--- config.mk ---
export PLATFORM = sky130hd
export DESIGN_NAME = button_event
export DESIGN_NICKNAME = d
export VERILOG_FILES = /design/src/rtl/button_event_pkg.sv /design/src/rtl/button_event_tick_timer.sv /design/src/rtl/button_event.sv
export SDC_FILE = /design/constraint.sdc
export NUM_CORES = 1
export LEC_CHECK = 0
export BUFFER_PORTS_ARGS = -buffer_cell sky130_fd_sc_hd__buf_2
export CAP_MARGIN = 20
export CORE_MARGIN = 2
export CORE_UTILIZATION = 41
export CTS_BUF_LIST = sky130_fd_sc_hd__clkbuf_16
export DETAILED_ROUTE_END_ITERATION = 8
export PLACE_DENSITY = 0.57
export RECOVER_POWER = 25
export SLEW_MARGIN = 20
export SYNTH_ARGS = -nofsm -noshare
export SYNTH_HDL_FRONTEND = slang
export SYNTH_SLANG_ARGS = --single-unit
export TNS_END_PERCENT = 50
--- constraint.sdc ---
create_clock -name clk_i -period 3.85 [get_ports clk_i]
set_clock_uncertainty 0.15 [all_clocks]
set_input_delay 0.77 -clock clk_i [delete_from_list [all_inputs] [get_ports clk_i]]
set_output_delay 0.77 -clock clk_i [all_outputs]
set_load 0.02 [all_outputs]
--- src/rtl/button_event_pkg.sv ---
// button_event_pkg -- shared constants for the button event decoder.
//   * 2-bit state encodings IDLE / PRESSED / LONG_HELD / WAIT2
//   * default tick counts for a 12 MHz clock
package button_event_pkg;

  typedef logic [1:0] state_t;

  localparam state_t IDLE      = 2'd0;
  localparam state_t PRESSED   = 2'd1;
  localparam state_t LONG_HELD = 2'd2;
  localparam state_t WAIT2     = 2'd3;

  localparam int DEF_LONG_TICKS   = 6000000;  // 0.5 s
  localparam int DEF_REPEAT_TICKS = 1200000;  // 0.1 s
  localparam int DEF_DCLICK_TICKS = 3000000;  // 0.25 s
  localparam int DEF_CNT_W        = 24;

endpackage

--- src/rtl/button_event_tick_timer.sv ---
// tick_timer -- saturating up-counter with a terminal-hit flag.
// Ports:
//   clk_i     system clock
//   rst_n_i   synchronous active-low reset
//   clr_i     load zero (wins over en_i)
//   en_i      count up by one; holds once the terminal value is reached
//   term_i    terminal value
//   hit_o     count equals term_i (combinational)
module tick_timer #(
  parameter int CNT_W = 24
) (
  input  logic             clk_i,
  input  logic             rst_n_i,
  input  logic             clr_i,
  input  logic             en_i,
  input  logic [CNT_W-1:0] term_i,
  output logic             hit_o
);

  logic [CNT_W-1:0] cnt_q, cnt_d;

  assign hit_o = (cnt_q == term_i);

  always_comb begin
    cnt_d = cnt_q;
    if (clr_i)               cnt_d = '0;
    else if (en_i && !hit_o) cnt_d = cnt_q + 1'b1;
  end

  always_ff @(posedge clk_i) begin
    if (!rst_n_i) cnt_q <= '0;
    else          cnt_q <= cnt_d;
  end

endmodule

--- src/rtl/button_event.sv ---
// button_event -- turns a debounced button level into single-cycle event
// pulses (press, release, short click, long press, auto-repeat, optional
// double click) plus a held level. Every output is registered; a pulse
// appears the cycle after the edge that first samples the cause.
//
// Optional feature: define DOUBLE_CLICK_EN to add the WAIT2 state and the
// double_click pulse. Without it double_click_o is constant 0 and
// short_click_o fires directly on release.
//
// Ports:
//   clk_i           system clock
//   reset_n_i       synchronous active-low reset
//   btn_i           debounced button level (same clock domain)
//   press_o         pulse on accepted press
//   release_o       pulse on release of an accepted press
//   short_click_o   pulse: released before LONG_TICKS
//   long_press_o    pulse: held LONG_TICKS cycles
//   repeat_o        pulse every REPEAT_TICKS while long-held
//   double_click_o  pulse on a double click
//   held_o          level, high while PRESSED or LONG_HELD
//
// Parameter limits: LONG_TICKS >= 2, REPEAT_TICKS >= 2,
// 2**CNT_W > max(LONG_TICKS, REPEAT_TICKS, DCLICK_TICKS).
module button_event
  import button_event_pkg::*;
#(
  parameter int LONG_TICKS   = DEF_LONG_TICKS,
  parameter int REPEAT_TICKS = DEF_REPEAT_TICKS,
  parameter int DCLICK_TICKS = DEF_DCLICK_TICKS,
  parameter int CNT_W        = DEF_CNT_W
) (
  input  logic clk_i,
  input  logic reset_n_i,
  input  logic btn_i,
  output logic press_o,
  output logic release_o,
  output logic short_click_o,
  output logic long_press_o,
  output logic repeat_o,
  output logic double_click_o,
  output logic held_o
);

  localparam logic [CNT_W-1:0] LONG_M1   = CNT_W'(LONG_TICKS - 1);
  localparam logic [CNT_W-1:0] REPEAT_M1 = CNT_W'(REPEAT_TICKS - 1);
  localparam logic [CNT_W-1:0] DCLICK_M1 = CNT_W'(DCLICK_TICKS - 1);

  state_t state_q, state_d;
  logic   btn_prev_q;
  logic   press_q, release_q, short_q, long_q, repeat_q, dbl_q, held_q;
  logic   press_d, release_d, short_d, long_d, repeat_d, dbl_d, held_d;
`ifdef DOUBLE_CLICK_EN
  logic   flag_q, flag_d;  // current press is the second of a pair
`endif

  logic             rise, fall;
  logic             t_clr, t_en, t_hit;
  logic [CNT_W-1:0] t_term;

  assign rise = btn_i & ~btn_prev_q;
  assign fall = ~btn_i & btn_prev_q;

  // Only one timing interval is live per state, so one counter serves all.
  tick_timer #(.CNT_W(CNT_W)) u_timer (
    .clk_i   (clk_i),
    .rst_n_i (reset_n_i),
    .clr_i   (t_clr),
    .en_i    (t_en),
    .term_i  (t_term),
    .hit_o   (t_hit)
  );

  always_comb begin
    state_d   = state_q;
    press_d   = 1'b0;
    release_d = 1'b0;
    short_d   = 1'b0;
    long_d    = 1'b0;
    repeat_d  = 1'b0;
    dbl_d     = 1'b0;
    t_clr     = 1'b0;
    t_en      = 1'b0;
    t_term    = LONG_M1;
`ifdef DOUBLE_CLICK_EN
    flag_d    = flag_q;
`endif
    case (state_q)
      IDLE: begin
        t_clr = 1'b1;
        if (rise) begin
          press_d = 1'b1;
          state_d = PRESSED;
        end
      end
      PRESSED: begin
        t_term = LONG_M1;
        // Release beats the long-press terminal on the same cycle.
        if (fall) begin
          release_d = 1'b1;
          t_clr     = 1'b1;
`ifdef DOUBLE_CLICK_EN
          if (flag_q) begin
            dbl_d   = 1'b1;
            flag_d  = 1'b0;
            state_d = IDLE;
          end else begin
            state_d = WAIT2;
          end
`else
          short_d = 1'b1;
          state_d = IDLE;
`endif
        end else if (t_hit) begin
          long_d  = 1'b1;
          t_clr   = 1'b1;
          state_d = LONG_HELD;
`ifdef DOUBLE_CLICK_EN
          // First click of the pair is still owed its short_click.
          short_d = flag_q;
          flag_d  = 1'b0;
`endif
        end else begin
          t_en = 1'b1;
        end
      end
      LONG_HELD: begin
        t_term = REPEAT_M1;
        if (fall) begin
          release_d = 1'b1;
          t_clr     = 1'b1;
          state_d   = IDLE;
        end else if (t_hit) begin
          repeat_d = 1'b1;
          t_clr    = 1'b1;
        end else begin
          t_en = 1'b1;
        end
      end
      WAIT2: begin
        t_term = DCLICK_M1;
`ifdef DOUBLE_CLICK_EN
        if (t_hit) begin
          // Window closed: deliver the delayed click. A rise landing on
          // the closing cycle starts a fresh first press, not a pair.
          short_d = 1'b1;
          t_clr   = 1'b1;
          if (rise) begin
            press_d = 1'b1;
            state_d = PRESSED;
          end else begin
            state_d = IDLE;
          end
        end else if (rise) begin
          press_d = 1'b1;
          flag_d  = 1'b1;
          t_clr   = 1'b1;
          state_d = PRESSED;
        end else begin
          t_en = 1'b1;
        end
`else
        t_clr   = 1'b1;
        state_d = IDLE;
`endif
      end
      default: state_d = IDLE;
    endcase
    held_d = (state_d == PRESSED) || (state_d == LONG_HELD);
  end

  always_ff @(posedge clk_i) begin
    if (!reset_n_i) begin
      state_q    <= IDLE;
      btn_prev_q <= 1'b1;  // a button held through reset is not a press
      press_q    <= 1'b0;
      release_q  <= 1'b0;
      short_q    <= 1'b0;
      long_q     <= 1'b0;
      repeat_q   <= 1'b0;
      dbl_q      <= 1'b0;
      held_q     <= 1'b0;
`ifdef DOUBLE_CLICK_EN
      flag_q     <= 1'b0;
`endif
    end else begin
      state_q    <= state_d;
      btn_prev_q <= btn_i;
      press_q    <= press_d;
      release_q  <= release_d;
      short_q    <= short_d;
      long_q     <= long_d;
      repeat_q   <= repeat_d;
      dbl_q      <= dbl_d;
      held_q     <= held_d;
`ifdef DOUBLE_CLICK_EN
      flag_q     <= flag_d;
`endif
    end
  end

  assign press_o        = press_q;
  assign release_o      = release_q;
  assign short_click_o  = short_q;
  assign long_press_o   = long_q;
  assign repeat_o       = repeat_q;
  assign double_click_o = dbl_q;
  assign held_o         = held_q;

endmodule

Word-level counts from Yosys, hierarchy flattened
Index checks and enable logic that the tools add are counted.
{ "word_totals": {"ff_bits": 33, "input_bits": 3} }
{ "classes": {"n_addsub": 1, "eq_ne": 6, "n_mux": 15, "bitwise": 5, "n_reduce_logical": 11} }
{ "op_table": {"columns": ["operator", "n"], "rows": [
  ["23-bit case mux with 2 select lines", 1],
  ["24-bit by 1-bit adder with 24-bit output (second input constant)", 1],
  ["24-bit by 23-bit equality test with 1-bit output", 1],
  ["1-bit two-way mux", 8],
  ["2-bit two-way mux", 4],
  ["2-bit case mux with 4 select lines", 1],
  ["2-bit AND reduction", 4],
  ["2-bit equality test (second input constant)", 3],
  ["2-bit OR reduction", 3],
  ["2-bit by 1-bit equality test with 1-bit output (second input constant)", 2],
  ["1-bit NOT", 3],
  ["1-bit AND", 2],
  ["2-bit zero test", 1],
  ["1-bit case mux with 2 select lines", 1],
  ["1-bit logical AND", 1],
  ["1-bit zero test", 1],
  ["1-bit logical OR", 1]
]} }

Longest topological paths before layout
{ "logic_depth": {"ltp_word": 8, "ltp_mapped": 9, "depth_no_buf": 7} }

Hierarchy
From an unflattened synthesis, not the netlist that was laid out.
{ "hier_totals": {"cells_unflattened": 227, "hier_area_um2": 1996.9} }
{ "modules_own_cells": {"columns": ["module", "instances", "cells_per_inst", "area_per_inst_um2", "seq_area_each_um2"], "rows": [
  ["tick_timer", 1, 178, 1520.2, 480.5],
  ["button_event", 1, 49, 476.7, 180.2]
]} }

Least setup slack after synthesis
No wires, ideal clock.
{ "synth_path": {"kind": "reg2reg", "from": "register state_q[0]", "to": "register u_timer.cnt_q[23]", "setup_time_ps": 115, "t_arrival_ps": 2097, "t_required_ps": 3585, "setup_slack_ps": 1488, "path_stages_with_launch": 10, "n_path_buf": 2, "synth_period_minus_slack_ps": 2362, "path_cell_list": "dfxtp_1 -> inv_1 -> ha_1 -> or4b_1 -> a211o_1 -> a2111oi_4 -> or3b_1 -> buf_6 -> buf_8 -> nor2_1"} }
{ "synth_via": {"elab_chain_cells": 7, "elab_cells_between_ends": 17} }
{ "synth_rtl": {"columns": ["item", "line", "rtl"], "rows": [
  ["from (decl)", "button_event.sv:48", "state_t state_q, state_d;"],
  ["from (signal assigned)", "button_event.sv:186", "state_q <= state_d;"],
  ["2-bit equality test", "button_event.sv:87", "case (state_q)"],
  ["23-bit case mux with 2 select lines", "button_event.sv:87", null],
  ["24-bit by 23-bit equality test with 1-bit output", "button_event_tick_timer.sv:22", "assign hit_o = (cnt_q == term_i);"],
  ["1-bit two-way mux", "button_event.sv:113, button_event.sv:132", null],
  ["1-bit two-way mux", "button_event.sv:128", "if (fall) begin"],
  ["1-bit case mux with 2 select lines / 1-bit two-way mux (equally long branches)", null, null],
  ["2-bit OR reduction (no source line) / 1-bit logical AND (equally long branches)", null, null],
  ["to (signal assigned)", "button_event_tick_timer.sv:32", "else cnt_q <= cnt_d;"],
  ["to (decl)", "button_event_tick_timer.sv:20", "logic [CNT_W-1:0] cnt_q, cnt_d;"]
]} }
Several ways; a longest one is shown, not always the timed one.
A chain may end at the register's enable or synchronous reset.

Worst setup path after layout
{ "layout_path": {"from": "register state_q[0]", "to": "register u_timer.cnt_q[18]"} }
The elaborated chain is that of the path after synthesis.

==> results.ini <==
[floorplanning]
io_pins = 10
core_sq_mm = 0.00394
dieArea_sq_mm = 0.00459
die_y_microns = 67.8
rows = 23
initial_core_util_pct = 42.3
die_w_microns = 67.8

[route]
first_pass_iters = 4
viasPerCell = 5.21
drtIter0Drc = 95
postRouteAntennaNets = 0
wire_per_inst_microns = 12.5
drc = 0
wl_mm = 3.19
dr_total_vias = 1328

[synth]
syn-cell-area_sq_mm = 0.00167
yosys_warnings = 0
async_flop_share_pct = 0
synth_edf_count = 0
ys_ff_latch = 33
synth_nets = 205
yosysSeqAreaShare_pct = 39.6
avgSynthCellArea_sq_um = 8.55
netlist_instances = 195
synth_cell_type_count = 42
ys.flop_type = dfxtp_1

[pwr]
switchingPower_mw = 0.154
power.total_mw = 0.807
p_sw_share_pct = 19.1
p_per_area_mw_per_mm2 = 432
leakage_nw = 0.620
seq_power_share_pct = 43.0
pwr-share-comb_pct = 3.2
ir_drop_mv = 0.249
pwr-share-clk_pct = 53.8
internal-power_mw = 0.653

[worst_setup_path]
path_delay_family = simple AND/OR/NAND/NOR gates
cp-end-kind = flop
crit_required_ps = 3830
critPathSlowestCell = or3b_1
arrival_ps = 2930
reg2reg_depth = 7
crit_fanout = 24
cp-start-kind = flop
regToRegSetupSlack_ps = 900
reg2reg_from = state_q[0]$_SDFF_PN0_
r2r-end = u_timer.cnt_q[18]$_SDFFE_PP0P_
cp_slowest_stage_delay_ps = 710
crit_type = flop to flop
startpoint = state_q[0]$_SDFF_PN0_
cp.buffers_inverters = 1
path_cells = inv_1 > ha_1 > or4b_1 > a211o_1 > a2111oi_4 > or3b_1 > nor2_1

[placed_design]
post-place-ws_ps = 886
dp_hpwl_mm = 2.32
gp_congestion = 0.816
io_buffers = 8

[clocking]
clockRootBuffer = clkbuf_16
clk_latency_ps = 280
cts_sinks = 33
cts-buffers-inserted = 5
htreeDepth = 2
postCtsSetupRepairBufs = 0
clk_pin_slew_worst_paths_ps = 50
cts_buffer_depth = 2
postCtsResizedCells = 0
cts_tree = yes
cts_hold_buf = 0

[timing]
finalHoldWorstSlack_ps = 298
worst_slack_ps = 895
worst_pin_slew_ps = 812
period_needed_ps = 2950
rsz0062_at_grt = no
fmaxAchievable_mhz = 338
hold_viol_final = 0
slew_headroom_pct = 45.9
fin_tns_setup_ps = 0
finalCritPeriodShare_pct = 76.8
drv_slew = 0
setup_viol = 0

[global_route]
grtUsageTotal_pct = 16.6
grt_antenna_before_repair = 0
grt_max_degree = 25
grt_pass1_wl_mm = 5.62
grt_overflow = 0
first_global_vias = 1210

[cells_and_area]
drive_gt1_share_pct = 5.37
final_cell_mix = nor2_1, dfxtp_1, nand2_1, xnor2_1, inv_1
area_delta_synth_final_pct = 12.1
antenna-diode-count = 0
layout_commonest_cell = nor2_1
fillers = 380
nets = 214

[min_path]
worstHoldStart = u_timer.cnt_q[0]$_SDFFE_PP0P_
holdPathStages = 1
hold_class = flop to flop
holdPathEnd = u_timer.cnt_q[0]$_SDFFE_PP0P_

[run_status]
status = completed

[run]
maxCapViolations = 0

synth_stat cells (4+ instances only):
| master | number | area share (%) |
|---|---|---|
| ha_1 | 7 | 5.3 |
| dfxtp_1 | 33 | 40 |
| nand2_1 | 18 | 4.1 |
| nor2_1 | 39 | 8.8 |
| nor4_1 | 4 | 1.5 |
| xor2_1 | 6 | 3.2 |
| inv_1 | 9 | 2.0 |
| nor3_1 | 8 | 2.4 |
| nand3_1 | 9 | 2.7 |
| xnor2_1 | 16 | 8.4 |
kinds of logic (layout without fill, tap and decap cells):
family / after synthesis / count (layout) / synth area share (%)
compound gates: 13 / 13 / 6.83
xor+xnor: 22 / 22 / 11.6
fa+ha+maj: 7 / 7 / 5.26
buf+inv: 15 / 25 / 5.41
flops: 33 / 33 / 39.6
mux: 1 / 1 / 0.601
other cells: 1 / 1 / 0.225
simple gates: 103 / 103 / 30.5
worst max-delay path by stage:
stage	cells past startpoint	end
floorplan	9	u_timer.cnt_q[23]$_SDFFE_PP0P_
global placement	7	u_timer.cnt_q[2]$_SDFFE_PP0P_
detailed placement	7	u_timer.cnt_q[3]$_SDFFE_PP0P_
CTS	7	u_timer.cnt_q[18]$_SDFFE_PP0P_
global route	7	u_timer.cnt_q[20]$_SDFFE_PP0P_
finish	7	u_timer.cnt_q[18]$_SDFFE_PP0P_
metrics by stage:
step / instance area, sq um / std cells / utilization [%]
6_report: 1870 / 255 / 47.4
4_1_cts: 1880 / 255 / 47.6
3_5_place_dp: 1710 / 247 / 43.4
5_1_grt: 1870 / 255 / 47.4
2_1_floorplan: 1670 / 195 / -
3_3_place_gp: 1710 / 247 / 43.4
registers in the layout, summed over array words and instances, names as in the netlist:
register,cells
btn_prev_q,1
held_o,1
long_press_o,1
press_o,1
release_o,1
repeat_o,1
short_click_o,1
state_q,2
u_timer.cnt_q,24
area by class of cell:
type                       count  area (sq um)  area share [%]
clock buffer                   5           125            6.70
clock inverter                 3          37.5            2.01
tap                           50          62.6            3.35
inverter                       9          33.8            1.81
timing repair buffer           8          32.5            1.74
sequential                    33           661            35.4
multi-input combinational    147           916            49.0
routing by layer:
metal	vias up	track usage (%)	share of wire, %	wire (microns)
met5	-	0	0	0
met4	0	7.65	2.1	68
met3	6	5.00	2.9	92
met2	13	26.1	47	1490
met1	637	20.7	48	1540
li1	672	-	-	-
power groups by stage:
stage | logic [mW] | registers (mW) | clock network, mW
2_1_floorplan | 0.0189 | 0.356 | 0
3_5_place_dp | 0.0259 | 0.354 | 0
5_1_grt | 0.0286 | 0.347 | 0.460
4_1_cts | 0.0259 | 0.347 | 0.448
3_3_place_gp | 0.0250 | 0.354 | 0
6_report | 0.0255 | 0.347 | 0.435
(Power assumes the default switching activity.)
